### config.mk
export PLATFORM = sky130hd
export DESIGN_NAME = ex_mem_stage_flat
export DESIGN_NICKNAME = d
export VERILOG_FILES = /design/src/rtl/wisc_pkg.sv /design/src/rtl/ex_mem_stage_if.sv /design/src/rtl/ex_mem_stage_flag_reg.sv /design/src/rtl/ex_mem_stage.sv /design/src/flat_wrapper.sv
export SDC_FILE = /design/constraint.sdc
export NUM_CORES = 1
export LEC_CHECK = 0
export ABC_AREA = 1
export CAP_MARGIN = 20
export CELL_PAD_IN_SITES_DETAIL_PLACEMENT = 1
export CELL_PAD_IN_SITES_GLOBAL_PLACEMENT = 1
export CORE_MARGIN = 5
export CORE_UTILIZATION = 32
export CTS_CLUSTER_SIZE = 8
export DETAILED_ROUTE_END_ITERATION = 12
export PLACE_DENSITY = 0.95
export REMOVE_ABC_BUFFERS = 1
export SLEW_MARGIN = 20
export SYNTH_ARGS = -nofsm -noshare
export SYNTH_HDL_FRONTEND = slang
export SYNTH_HIERARCHICAL = 1
export SYNTH_SLANG_ARGS = --single-unit
### constraint.sdc
create_clock -name clk -period 1.9 [get_ports clk]
set_input_delay 0.475 -clock clk [delete_from_list [all_inputs] [get_ports clk]]
set_output_delay 0.475 -clock clk [all_outputs]
set_load 0.005 [all_outputs]
### src/rtl/wisc_pkg.sv
// Shared opcode map, datapath widths and flag-selection helpers for the WISC pipeline.
// No logic of its own; imported by the EX/MEM stage and its flag register.
// Helpers are pure functions of the opcode so they fold into simple decode.
package wisc_pkg;

    localparam int DW = 16;
    localparam int RW = 4;

    localparam logic [3:0] OP_ADD    = 4'h0;
    localparam logic [3:0] OP_SUB    = 4'h1;
    localparam logic [3:0] OP_XOR    = 4'h2;
    localparam logic [3:0] OP_RED    = 4'h3;
    localparam logic [3:0] OP_SLL    = 4'h4;
    localparam logic [3:0] OP_SRA    = 4'h5;
    localparam logic [3:0] OP_ROR    = 4'h6;
    localparam logic [3:0] OP_PADDSB = 4'h7;
    localparam logic [3:0] OP_LW     = 4'h8;
    localparam logic [3:0] OP_SW     = 4'h9;
    localparam logic [3:0] OP_LLB    = 4'hA;
    localparam logic [3:0] OP_LHB    = 4'hB;
    localparam logic [3:0] OP_B      = 4'hC;
    localparam logic [3:0] OP_BR     = 4'hD;
    localparam logic [3:0] OP_PCS    = 4'hE;
    localparam logic [3:0] OP_HLT    = 4'hF;

    // ADD/SUB are the only ops whose adder produces meaningful V and N.
    function automatic logic sets_all_flags(input logic [3:0] op);
        return (op == OP_ADD) || (op == OP_SUB);
    endfunction

    // Logic/shift ops report only zero; N and V stay from the last arithmetic op.
    function automatic logic sets_z_only(input logic [3:0] op);
        return (op == OP_XOR) || (op == OP_SLL) || (op == OP_SRA) || (op == OP_ROR);
    endfunction

endpackage

### src/rtl/ex_mem_stage_if.sv
// Bundle of execute->memory stage signals plus the stage's registered outputs.
// Combinational wiring only; no latency of its own.
// stall/flush travel with the bundle; the master side (execute/hazard unit) drives them.
interface ex_mem_stage_if #(
    parameter int DW = 16,
    parameter int RW = 4
);
    logic          stall;
    logic          flush;
    logic          in_valid;
    logic [3:0]    in_opcode;
    logic [DW-1:0] in_result;
    logic          in_ovfl;
    logic [RW-1:0] in_rd;
    logic          in_reg_wr;
    logic          in_mem_rd;
    logic          in_mem_wr;
    logic [DW-1:0] in_store_data;

    logic          out_valid;
    logic [3:0]    out_opcode;
    logic [DW-1:0] out_result;
    logic [RW-1:0] out_rd;
    logic          out_reg_wr;
    logic          out_mem_rd;
    logic          out_mem_wr;
    logic [DW-1:0] out_store_data;
    logic          flag_z;
    logic          flag_v;
    logic          flag_n;
    logic          halted;

    modport master (
        output stall, flush, in_valid, in_opcode, in_result, in_ovfl, in_rd,
               in_reg_wr, in_mem_rd, in_mem_wr, in_store_data,
        input  out_valid, out_opcode, out_result, out_rd, out_reg_wr, out_mem_rd,
               out_mem_wr, out_store_data, flag_z, flag_v, flag_n, halted
    );

    modport slave (
        input  stall, flush, in_valid, in_opcode, in_result, in_ovfl, in_rd,
               in_reg_wr, in_mem_rd, in_mem_wr, in_store_data,
        output out_valid, out_opcode, out_result, out_rd, out_reg_wr, out_mem_rd,
               out_mem_wr, out_store_data, flag_z, flag_v, flag_n, halted
    );

endinterface

### src/rtl/ex_mem_stage_flag_reg.sv
// Architectural Z/V/N flag register, updated by the instruction captured into EX/MEM.
// Latency: 1 cycle; new flags are visible the cycle after en is high.
// No backpressure: the caller folds stall/flush/halt into en.
module flag_reg
    import wisc_pkg::*;
#(
    parameter int DW = 16
) (
    input  logic          clk,
    input  logic          rst,
    input  logic          en,
    input  logic [3:0]    op,
    input  logic [DW-1:0] result,
    input  logic          ovfl,
    output logic          flag_z,
    output logic          flag_v,
    output logic          flag_n
);

    logic z_d, z_q;
    logic v_d, v_q;
    logic n_d, n_q;

    // Select which flags the captured opcode is allowed to overwrite.
    always_comb begin
        z_d = z_q;
        v_d = v_q;
        n_d = n_q;
        if (en) begin
            if (sets_all_flags(op)) begin
                z_d = (result == '0);
                v_d = ovfl;
                n_d = result[DW-1];
            end else if (sets_z_only(op)) begin
                z_d = (result == '0);
            end
        end
    end

    // Flag state with synchronous reset.
    always_ff @(posedge clk) begin
        if (rst) begin
            z_q <= 1'b0;
            v_q <= 1'b0;
            n_q <= 1'b0;
        end else begin
            z_q <= z_d;
            v_q <= v_d;
            n_q <= n_d;
        end
    end

    assign flag_z = z_q;
    assign flag_v = v_q;
    assign flag_n = n_q;

endmodule

### src/rtl/ex_mem_stage.sv
// EX/MEM pipeline register: captures ALU result and controls, owns flags and sticky halt.
// Latency: 1 cycle from in_* to out_*; flags also visible 1 cycle after capture.
// stall holds everything (beats flush); flush, idle or halted inserts a bubble.
module ex_mem_stage
    import wisc_pkg::*;
#(
    parameter int DW = wisc_pkg::DW,
    parameter int RW = wisc_pkg::RW
) (
    input  logic          clk,
    input  logic          rst,
    ex_mem_stage_if.slave bus
);

    logic          cap;
    logic          valid_d,   valid_q;
    logic [3:0]    opcode_d,  opcode_q;
    logic [DW-1:0] result_d,  result_q;
    logic [RW-1:0] rd_d,      rd_q;
    logic          reg_wr_d,  reg_wr_q;
    logic          mem_rd_d,  mem_rd_q;
    logic          mem_wr_d,  mem_wr_q;
    logic [DW-1:0] sdata_d,   sdata_q;
    logic          halted_d,  halted_q;

    // Real instruction accepted this edge; flush and halt both turn it into a bubble.
    assign cap = bus.in_valid & ~bus.stall & ~bus.flush & ~halted_q;

    // Next-state mux: hold on stall, bubble controls otherwise unless capturing.
    always_comb begin
        valid_d  = valid_q;
        opcode_d = opcode_q;
        result_d = result_q;
        rd_d     = rd_q;
        reg_wr_d = reg_wr_q;
        mem_rd_d = mem_rd_q;
        mem_wr_d = mem_wr_q;
        sdata_d  = sdata_q;
        halted_d = halted_q;
        if (!bus.stall) begin
            valid_d  = cap;
            reg_wr_d = cap & bus.in_reg_wr;
            mem_rd_d = cap & bus.in_mem_rd;
            mem_wr_d = cap & bus.in_mem_wr;
            // Data fields are don't-care in a bubble, so they simply hold.
            if (cap) begin
                opcode_d = bus.in_opcode;
                result_d = bus.in_result;
                rd_d     = bus.in_rd;
                sdata_d  = bus.in_store_data;
                if (bus.in_opcode == OP_HLT) begin
                    halted_d = 1'b1;
                end
            end
        end
    end

    // Pipeline register bank with synchronous reset.
    always_ff @(posedge clk) begin
        if (rst) begin
            valid_q  <= 1'b0;
            opcode_q <= '0;
            result_q <= '0;
            rd_q     <= '0;
            reg_wr_q <= 1'b0;
            mem_rd_q <= 1'b0;
            mem_wr_q <= 1'b0;
            sdata_q  <= '0;
            halted_q <= 1'b0;
        end else begin
            valid_q  <= valid_d;
            opcode_q <= opcode_d;
            result_q <= result_d;
            rd_q     <= rd_d;
            reg_wr_q <= reg_wr_d;
            mem_rd_q <= mem_rd_d;
            mem_wr_q <= mem_wr_d;
            sdata_q  <= sdata_d;
            halted_q <= halted_d;
        end
    end

    flag_reg #(.DW(DW)) u_flag_reg (
        .clk    (clk),
        .rst    (rst),
        .en     (cap),
        .op     (bus.in_opcode),
        .result (bus.in_result),
        .ovfl   (bus.in_ovfl),
        .flag_z (bus.flag_z),
        .flag_v (bus.flag_v),
        .flag_n (bus.flag_n)
    );

    assign bus.out_valid      = valid_q;
    assign bus.out_opcode     = opcode_q;
    assign bus.out_result     = result_q;
    assign bus.out_rd         = rd_q;
    assign bus.out_reg_wr     = reg_wr_q;
    assign bus.out_mem_rd     = mem_rd_q;
    assign bus.out_mem_wr     = mem_wr_q;
    assign bus.out_store_data = sdata_q;
    assign bus.halted         = halted_q;

endmodule

### src/flat_wrapper.sv
// flat-port wrapper written by rule: the top's interface ports become plain ports
module ex_mem_stage_flat import wisc_pkg::*;
#(
    parameter int DW = wisc_pkg::DW,
    parameter int RW = wisc_pkg::RW
)
  (clk, rst, bus_stall, bus_flush, bus_in_valid, bus_in_opcode, bus_in_result, bus_in_ovfl, bus_in_rd, bus_in_reg_wr, bus_in_mem_rd, bus_in_mem_wr, bus_in_store_data, bus_out_valid, bus_out_opcode, bus_out_result, bus_out_rd, bus_out_reg_wr, bus_out_mem_rd, bus_out_mem_wr, bus_out_store_data, bus_flag_z, bus_flag_v, bus_flag_n, bus_halted);
  ex_mem_stage_if #(.DW(DW), .RW(RW)) bus_i ();
  input  logic clk;
  input  logic rst;
  input wire logic [$bits(bus_i.stall)-1:0] bus_stall;
  input wire logic [$bits(bus_i.flush)-1:0] bus_flush;
  input wire logic [$bits(bus_i.in_valid)-1:0] bus_in_valid;
  input wire logic [$bits(bus_i.in_opcode)-1:0] bus_in_opcode;
  input wire logic [$bits(bus_i.in_result)-1:0] bus_in_result;
  input wire logic [$bits(bus_i.in_ovfl)-1:0] bus_in_ovfl;
  input wire logic [$bits(bus_i.in_rd)-1:0] bus_in_rd;
  input wire logic [$bits(bus_i.in_reg_wr)-1:0] bus_in_reg_wr;
  input wire logic [$bits(bus_i.in_mem_rd)-1:0] bus_in_mem_rd;
  input wire logic [$bits(bus_i.in_mem_wr)-1:0] bus_in_mem_wr;
  input wire logic [$bits(bus_i.in_store_data)-1:0] bus_in_store_data;
  output wire logic [$bits(bus_i.out_valid)-1:0] bus_out_valid;
  output wire logic [$bits(bus_i.out_opcode)-1:0] bus_out_opcode;
  output wire logic [$bits(bus_i.out_result)-1:0] bus_out_result;
  output wire logic [$bits(bus_i.out_rd)-1:0] bus_out_rd;
  output wire logic [$bits(bus_i.out_reg_wr)-1:0] bus_out_reg_wr;
  output wire logic [$bits(bus_i.out_mem_rd)-1:0] bus_out_mem_rd;
  output wire logic [$bits(bus_i.out_mem_wr)-1:0] bus_out_mem_wr;
  output wire logic [$bits(bus_i.out_store_data)-1:0] bus_out_store_data;
  output wire logic [$bits(bus_i.flag_z)-1:0] bus_flag_z;
  output wire logic [$bits(bus_i.flag_v)-1:0] bus_flag_v;
  output wire logic [$bits(bus_i.flag_n)-1:0] bus_flag_n;
  output wire logic [$bits(bus_i.halted)-1:0] bus_halted;
  assign bus_i.stall = bus_stall;
  assign bus_i.flush = bus_flush;
  assign bus_i.in_valid = bus_in_valid;
  assign bus_i.in_opcode = bus_in_opcode;
  assign bus_i.in_result = bus_in_result;
  assign bus_i.in_ovfl = bus_in_ovfl;
  assign bus_i.in_rd = bus_in_rd;
  assign bus_i.in_reg_wr = bus_in_reg_wr;
  assign bus_i.in_mem_rd = bus_in_mem_rd;
  assign bus_i.in_mem_wr = bus_in_mem_wr;
  assign bus_i.in_store_data = bus_in_store_data;
  assign bus_out_valid = bus_i.out_valid;
  assign bus_out_opcode = bus_i.out_opcode;
  assign bus_out_result = bus_i.out_result;
  assign bus_out_rd = bus_i.out_rd;
  assign bus_out_reg_wr = bus_i.out_reg_wr;
  assign bus_out_mem_rd = bus_i.out_mem_rd;
  assign bus_out_mem_wr = bus_i.out_mem_wr;
  assign bus_out_store_data = bus_i.out_store_data;
  assign bus_flag_z = bus_i.flag_z;
  assign bus_flag_v = bus_i.flag_v;
  assign bus_flag_n = bus_i.flag_n;
  assign bus_halted = bus_i.halted;
  ex_mem_stage #(.DW(DW), .RW(RW)) u_core (.clk(clk), .rst(rst), .bus(bus_i));
endmodule
# After elaboration in Yosys (flattened, before gate mapping)
# Cells that the tools add are included.
[word_totals]
reg_bits = 48
latch_bits = 0
ram_bits = 0
romBits = 0
input_bits = 49
output_inout_bits = 48
word_cells = 40
memories = 0
[classes]
n_addsub = 0
mul = 0
div = 0
n_lt_le_gt_ge = 0
n_eq_ne = 6
shift = 0
mux = 2
bitwise_logic = 9
n_reduce_logical = 11
[ops]
columns = ["operator", "count"]
rows = [
  ["$logic_not A16 Y1", 1],
  ["$eq A4 B3 Y1 const B", 3],
  ["$and A1 B1 Y1", 6],
  ["$reduce_and A2 Y1", 3],
  ["$eq A4 B1 Y1 const B", 1],
  ["$eq A4 B2 Y1 const B", 1],
  ["$eq A4 B4 Y1 const B", 1],
  ["$logic_not A4 Y1", 1],
  ["$logic_or A1 B1 Y1", 4],
  ["$not A1 Y1", 3],
  ["$reduce_and A3 Y1", 1],
  ["$mux W1", 2],
  ["$reduce_bool A2 Y1", 1],
]

# Longest topological paths before layout
# Gate-level depths: netlist of run 1.
[logic_depth]
depth_word = 6
mapped_depth = 9
ltp_nobuf = 7

# Modules after synthesis
# The synthesis of run 1 kept the hierarchy.
[by_module_without_submodules]
columns = ["module", "n_inst", "cells_each", "area_per_inst_um2", "seq_area_each_um2"]
rows = [
  ["ex_mem_stage", 1, 283, 2132.0, 900.9],
  ["flag_reg", 1, 32, 195.2, 60.1],
]

# Least setup slack after synthesis of run 1
# No wires, ideal clock.
[synth_path]
path_type = "in2reg"
from = "in bus_flush"
to = "reg u_core.u_flag_reg.n_q (netlist: u_core/u_flag_reg/flag_n)"
setup_ns = 0.119
t_arrival_ns = 1.309
t_required_ns = 1.781
setup_slack_ns = 0.471
cell_stages = 8
n_path_buf = 2
path_cell_list = "inv_1 > nand2_1 > nor2_4 > buf_6 > buf_4 > nand3_1 > o21ai_0 > a21oi_1"
[synth_via]
elab_chain_cells = 4
[synth_lines]
columns = ["item", "line_no", "rtl"]
rows = [
  ["start: declaration", "flat_wrapper.sv:12", "input wire logic [$bits(bus_i.flush)-1:0] bus_flush;"],
  ["$not A1 Y1", "ex_mem_stage.sv:27", "assign cap = bus.in_valid & ~bus.stall & ~bus.flush & ~halted_q;"],
  ["$and A1 B1 Y1 (2 in series)", "ex_mem_stage.sv:27", ""],
  ["net u_core.cap", "ex_mem_stage.sv:15", "logic cap;"],
  ["$reduce_and A2 Y1 (no line)", "--", ""],
  ["end signal: assignment", "ex_mem_stage_flag_reg.sv:49", "n_q <= n_d;"],
  ["end: declaration", "ex_mem_stage_flag_reg.sv:22", "logic n_d, n_q;"],
]
# The timed path passes the listed nets, and every way through them passes these cells.
# A chain may end at the register's enable or synchronous reset.

==> impl_metrics.csv, run 1 <==
group,metric,value,unit
synthesis,yosysMostFrequentCell,"nor2_1",
power_and_ir_drop,leakagePower,0.00156,uW
floorplan,num_rows,31,
worst_setup_path,max_stage_delay,0.65,ns
route,avgRoutedWirePerCell,12.5,um
sta,rsz0062_at_grt,"false",
synthesis,synth_top_area_share,41.3,%
sta,finalSetupTns,0,ns
clocking,clkLatencyLatePin,0.29,ns
power_and_ir_drop,clockPowerShare,26.2,%
floorplan,die_h,95.3,um
layout,drive_gt1_share,19.1,%
global_routing,first_global_vias,2242,
power_and_ir_drop,seq_power_share,52.7,%
floorplan,start_util,32.4,%
worst_setup_path,critPathRequiredTime,2.12,ns
route,drtIter0Drc,25,
clocking,root_buffer,"clkbuf_8",
synthesis,syn-cell-area,2330,sq um
worst_setup_path,setup.worst_path.start,"rst",
worst_setup_path,worstRegToRegCells,7,
layout,nets,459,
synthesis,avgSynthCellArea,7.39,sq um
power_and_ir_drop,power_density,597,nW/um^2
synthesis,yosys_warnings,6,
min_path,hold_path_end,"u_core/u_flag_reg/flag_v$_SDFFE_PP0P_",
route,vias,2128,
synthesis,synth_commonest_cells,"nor2_1 (70), nand2_1 (56), dfxtp_1 (48), inv_1 (46), nor2_2 (22)",
floorplan,dieArea,9080,sq um
floorplan,num_io_pins,97,
placed_design,dpl.hpwl,5100,um
worst_setup_path,critPathMaxFanout,39,
clocking,ctsResizeCount,0,
layout,area_growth,47.2,%
global_routing,grt_first_pass_wirelength,10000,um
worst_setup_path,crit_arrival,1.86,ns
clocking,clkTransAtPathRegs,0.08,ns
synthesis,synth_cell_type_count,19,
sta,worstMarginPinSlew,0.887,ns
route,detail_route.vias_per_cell,4.20,
floorplan,core_area,7180,sq um
power_and_ir_drop,vdd_drop_max,0.289,mV
min_path,hp-class,"reg -> reg",
clocking,hold_buffers,0,
clocking,cts_setup_buffers,0,
route,dr.pass1.iters,4,
synthesis,synth_top_area_cell,"dfxtp_1",
clocking,cts_buffers,5,
clocking,tritoncts,"built",
outcome,status,"finished, final reports clean",
sta,fin_worst_skew,0.00457,ns
global_routing,gr-total-overflow,0,
min_path,holdPathStages,2,
sta,setup_viol,0,
clocking,cts.htree.levels,2,
sta,whs,0.448,ns
sta,fmax,611,MHz
worst_setup_path,r2r_end,"u_core/bus.out_result[9]$_SDFFE_PP0P_",
sta,fin_crit,1.64,ns
worst_setup_path,endpoint_kind,"flip-flop",
route,ant_nets,0,
synthesis,synth_async_sr_flop_share,0,%
layout,utilization,47.7,%
sta,drv_slew,0,
job,max-cap-violations,0,
worst_setup_path,r2r_slack,0.62,ns
placed_design,place_congestion,0.688,
power_and_ir_drop,switching_share,25.2,%
worst_setup_path,cp_slowest_cell,"inv_2",
clocking,clkSinkCount,48,
synthesis,synth_cells,315,
worst_setup_path,cp-start-kind,"input pin",
global_routing,antenna_found_initial,0,
sta,period_share,86.1,%
route,drt_wl_total,6330,um
clocking,clk_path_buf_depth,2,
global_routing,track_usage,14.1,%
route,drc,0,
synthesis,ys_seq_area_share,41.3,%
global_routing,grt_max_degree,40,
placed_design,place.port_buffers,96,
power_and_ir_drop,switching_power,516,uW
sta,hold_violations,0,
min_path,hp-start,"u_core/u_flag_reg/flag_v$_SDFFE_PP0P_",
worst_setup_path,cp_cell_sequence,"clkdlybuf4s50_1 > inv_2 > nand2_1 > nor2_1",
worst_setup_path,path_class,"in -> reg",
synthesis,synth_ff_type,"dfxtp_1",
sta,slew_headroom,40.8,%
worst_setup_path,r2r_start,"u_core/bus.halted$_SDFFE_PP0P_",
floorplan,die_x,95.3,um
power_and_ir_drop,internal_power,1530,uW
layout,n_antenna_cell,0,
synthesis,ys_top_cells_by_area,"dfxtp_1 (41%), nor2_1 (11%), nand2_4 (9.7%), nand2_1 (9.0%), inv_1 (7.4%)",
synthesis,synth_seq_cells,48,
synthesis,synth_edf_count,0,
power_and_ir_drop,combPwrFrac,21.2,%
[cell usage in the layout, fill, tap and decap left out]
| cell type | instances |
|---|---|
| nor2_2 | 22 |
| nor2_1 | 70 |
| dfxtp_1 | 48 |
| nand2_1 | 56 |
| nand2_4 | 20 |
| nand3_1 | 3 |
| nor2_4 | 1 |
| clkbuf_8 | 5 |
| buf_12 | 2 |
| and2_0 | 1 |
| o21ai_0 | 2 |
| clkdlybuf4s50_1 | 96 |
| inv_1 | 46 |
| buf_4 | 3 |
| a21oi_1 | 8 |
| nand3_2 | 1 |
| a21oi_2 | 1 |
| inv_2 | 2 |
| nand2_2 | 21 |
[per-layer routing]
layer / global-route usage, % / part of all wire (%) / up-vias
li1: - / - / 1089
met1: 14.5 / 39 / 979
met2: 27.2 / 54 / 58
met3: 4.58 / 6.9 / 2
met4: 3.25 / 0.33 / 0
met5: 0 / 0 / -
[registers in the layout, summed over array words and instances, names as in the netlist, 4 cells and up]
signal,count
u_core/bus.out_result,16
u_core/bus.out_opcode,4
u_core/bus.out_store_data,16
u_core/bus.out_rd,4
[worst max-delay path: cells and delay by family]
family                 cells  cell delay [ns]
buffers and inverters      2             1.10
AND/OR/NAND/NOR            2             0.26
[through the flow]
step / setup WS, ns / power [uW] / cells / area, sq um
2_1_floorplan: -0.840 / 1290 / 302 / 2210
3_3_place_gp: -0.00260 / 1520 / 502 / 3360
3_5_place_dp: -0.0615 / 1540 / 502 / 3360
4_1_cts: 0.240 / 2090 / 507 / 3430
5_1_grt: 0.148 / 2170 / 507 / 3430
6_report: 0.263 / 2050 / 507 / 3430
[worst max-delay path by stage]
| stage | to | slack [ns] |
|---|---|---|
| after floorplan | u_core/u_flag_reg/flag_n$_SDFFE_PP0P_ | -0.84 |
| after global placement | u_core/bus.out_result[7]$_SDFFE_PP0P_ | -0.003 |
| after detailed placement | u_core/bus.out_result[9]$_SDFFE_PP0P_ | -0.06 |
| after CTS | bus_out_result[9] | 0.24 |
| after global routing | u_core/bus.out_result[4]$_SDFFE_PP0P_ | 0.15 |
| final | u_core/bus.out_result[9]$_SDFFE_PP0P_ | 0.26 |
[area by class of cell]
cell class	count	area, sq um
sequential	48	961
tap	99	124
timing repair buffer	101	1020
clock buffer	5	68.8
fill	911	3750
multi-input combinational	206	1070
inverter	48	180
[cells by family after synthesis]
family,Yosys count,synth area share [%]
flip-flops,48,41.3
AND/OR/NAND/NOR,195,43.4
buffers and inverters,61,12.8
AO/OA/AOI/OAI,11,2.53
[power groups by stage]
stage               combinational [uW]  clock, uW  sequential [uW]
finish                             433        536             1080
global route                       475        612             1090
floorplan                          185          0             1100
global placement                   423          0             1100
CTS                                443        571             1080
detailed placement                 440          0             1100
(Power assumes the default switching activity.)
==> run 2, diff against run 1 <==
--- a/config.mk
+++ b/config.mk
@@ -9,7 +9,7 @@
 export CAP_MARGIN = 20
 export CELL_PAD_IN_SITES_DETAIL_PLACEMENT = 1
 export CELL_PAD_IN_SITES_GLOBAL_PLACEMENT = 1
-export CORE_MARGIN = 5
+export CORE_MARGIN = 3
 export CORE_UTILIZATION = 32
 export CTS_CLUSTER_SIZE = 8
 export DETAILED_ROUTE_END_ITERATION = 12
==> impl_metrics.csv, run 2 (same netlist as run 1, synthesis figures left out) <==
group,metric,value,unit
power_and_ir_drop,seq_power_share,50.3,%
power_and_ir_drop,combPwrFrac,20.8,%
sta,rsz0062_at_grt,"false",
floorplan,die_h,91.3,um
power_and_ir_drop,internal_power,1590,uW
clocking,clkLatencyLatePin,0.29,ns
sta,slew_headroom,39.5,%
power_and_ir_drop,switching_power,553,uW
worst_setup_path,cp-start-kind,"flip-flop",
sta,setup_viol,0,
sta,finalSetupTns,0,ns
layout,layout_common_cells,"clkdlybuf4s50_1 (96), nor2_1 (70), nand2_1 (56), dfxtp_1 (48), inv_1 (46)",
worst_setup_path,crit_buf_inv,1,
clocking,clkSinkCount,48,
clocking,hold_buffers,0,
worst_setup_path,cp_slowest_cell,"clkdlybuf4s50_1",
worst_setup_path,critPathMaxFanout,2,
sta,fin_worst_skew,0.00802,ns
clocking,root_buffer,"clkbuf_8",
clocking,clkTransAtPathRegs,0.09,ns
global_routing,grt_max_degree,40,
route,vias,2194,
global_routing,first_global_vias,2321,
sta,fmax,606,MHz
outcome,status,"finished, final reports clean",
global_routing,antenna_found_initial,0,
layout,fillers,885,
worst_setup_path,max_stage_delay,0.52,ns
clocking,tritoncts,"built",
worst_setup_path,path_depth,1,
placed_design,place.port_buffers,96,
route,drc,0,
worst_setup_path,cp_cell_sequence,"clkdlybuf4s50_1",
floorplan,die_x,91.3,um
floorplan,dieArea,8330,sq um
job,max-cap-violations,0,
sta,whs,0.458,ns
route,drtIter0Drc,49,
route,detail_route.vias_per_cell,4.29,
worst_setup_path,critPathRequiredTime,1.42,ns
power_and_ir_drop,leakagePower,0.00161,uW
route,ant_nets,0,
layout,final_area,3500,sq um
clocking,clk_path_buf_depth,2,
floorplan,core_area,6910,sq um
placed_design,pre_cts_slack,-0.0603,ns
sta,period_share,86.8,%
clocking,cts.htree.levels,2,
global_routing,track_usage,16.1,%
route,avgRoutedWirePerCell,13.0,um
clocking,ctsResizeCount,0,
clocking,cts_buffers,5,
clocking,cts_setup_buffers,0,
worst_setup_path,crit_arrival,1.17,ns
power_and_ir_drop,clockPowerShare,28.8,%
worst_setup_path,endpoint_kind,"output port",
sta,hold_violations,0,
layout,drive_gt1_share,20.7,%
sta,drv_slew,0,
placed_design,place_congestion,0.768,
layout,n_antenna_cell,0,
floorplan,num_io_pins,97,
worst_setup_path,path_class,"reg -> out",
power_and_ir_drop,vdd_drop_max,0.292,mV
power_and_ir_drop,switching_share,25.8,%
sta,fin_crit,1.65,ns
sta,setup_ws,0.251,ns
route,drt_wl_total,6630,um
placed_design,dpl-instance-area,3400,sq um
route,dr.pass1.iters,4,
worst_setup_path,worstRegToRegCells,7,
min_path,hp-class,"reg -> reg",
min_path,holdPathStages,2,
layout,area_growth,50.2,%
global_routing,grt_first_pass_wirelength,10800,um
floorplan,start_util,33.7,%
worst_setup_path,crit_family,"buffers and inverters",
global_routing,gr-total-overflow,0,
layout,nets,464,
floorplan,num_rows,30,
power_and_ir_drop,power_density,613,nW/um^2
placed_design,dpl.hpwl,5340,um
sta,worstMarginPinSlew,0.907,ns
layout,final_common_cell,"clkdlybuf4s50_1",
[run 2: cell count changes in the layout (fill, tap and decap cells not counted), sizes merged]
| cell | previous run | this run |
|---|---|---|
| clkinv | 0 | 2 |
| buf | 5 | 10 |
| clkbuf | 5 | 6 |
[run 2: worst paths after layout]
check	slack [ns]	end	start
max	0.25	bus_out_store_data[9]	u_core/bus.out_store_data[9]$_SDFFE_PP0P_
min	0.46	u_core/bus.out_mem_wr$_SDFFE_PP0N_	u_core/bus.out_mem_wr$_SDFFE_PP0N_
max reg2reg	0.62	u_core/bus.out_result[15]$_SDFFE_PP0P_	u_core/bus.halted$_SDFFE_PP0P_
min reg2reg	0.46	u_core/bus.out_mem_wr$_SDFFE_PP0N_	u_core/bus.out_mem_wr$_SDFFE_PP0N_
[run 2: layout make-up]
type                    count  area [sq um]  share of cell area (%)
flip-flops and latches     48           961                    27.5
well taps                  96           120                    3.44
inverters                  48           180                    5.15
clock buffers               6          82.6                    2.36
repair buffers            106          1070                    30.7
clock inverters             2          10.0                   0.286
multi-input cells         206          1070                    30.6
[run 2: power groups by stage]
stage,clock [uW],combinational (uW),sequential (uW)
5_1_grt,698,491,1090
2_1_floorplan,0,185,1100
3_5_place_dp,0,452,1100
3_3_place_gp,0,430,1100
4_1_cts,654,454,1080
6_report,618,447,1080
[run 2: through the flow]
step	util [%]	instances	total power, uW
global route	50.6	512	2270
CTS	50.6	512	2190
finish	50.6	512	2140
detailed placement	49.3	504	1560
floorplan	-	302	1290
global placement	49.3	504	1530
[run 2: per-layer routing]
layer | part of all wire [%] | GRT usage, %
met1 | 40 | 17.7
met2 | 54 | 30.2
met3 | 5.1 | 4.47
met4 | 1.0 | 3.89
met5 | 0 | 0
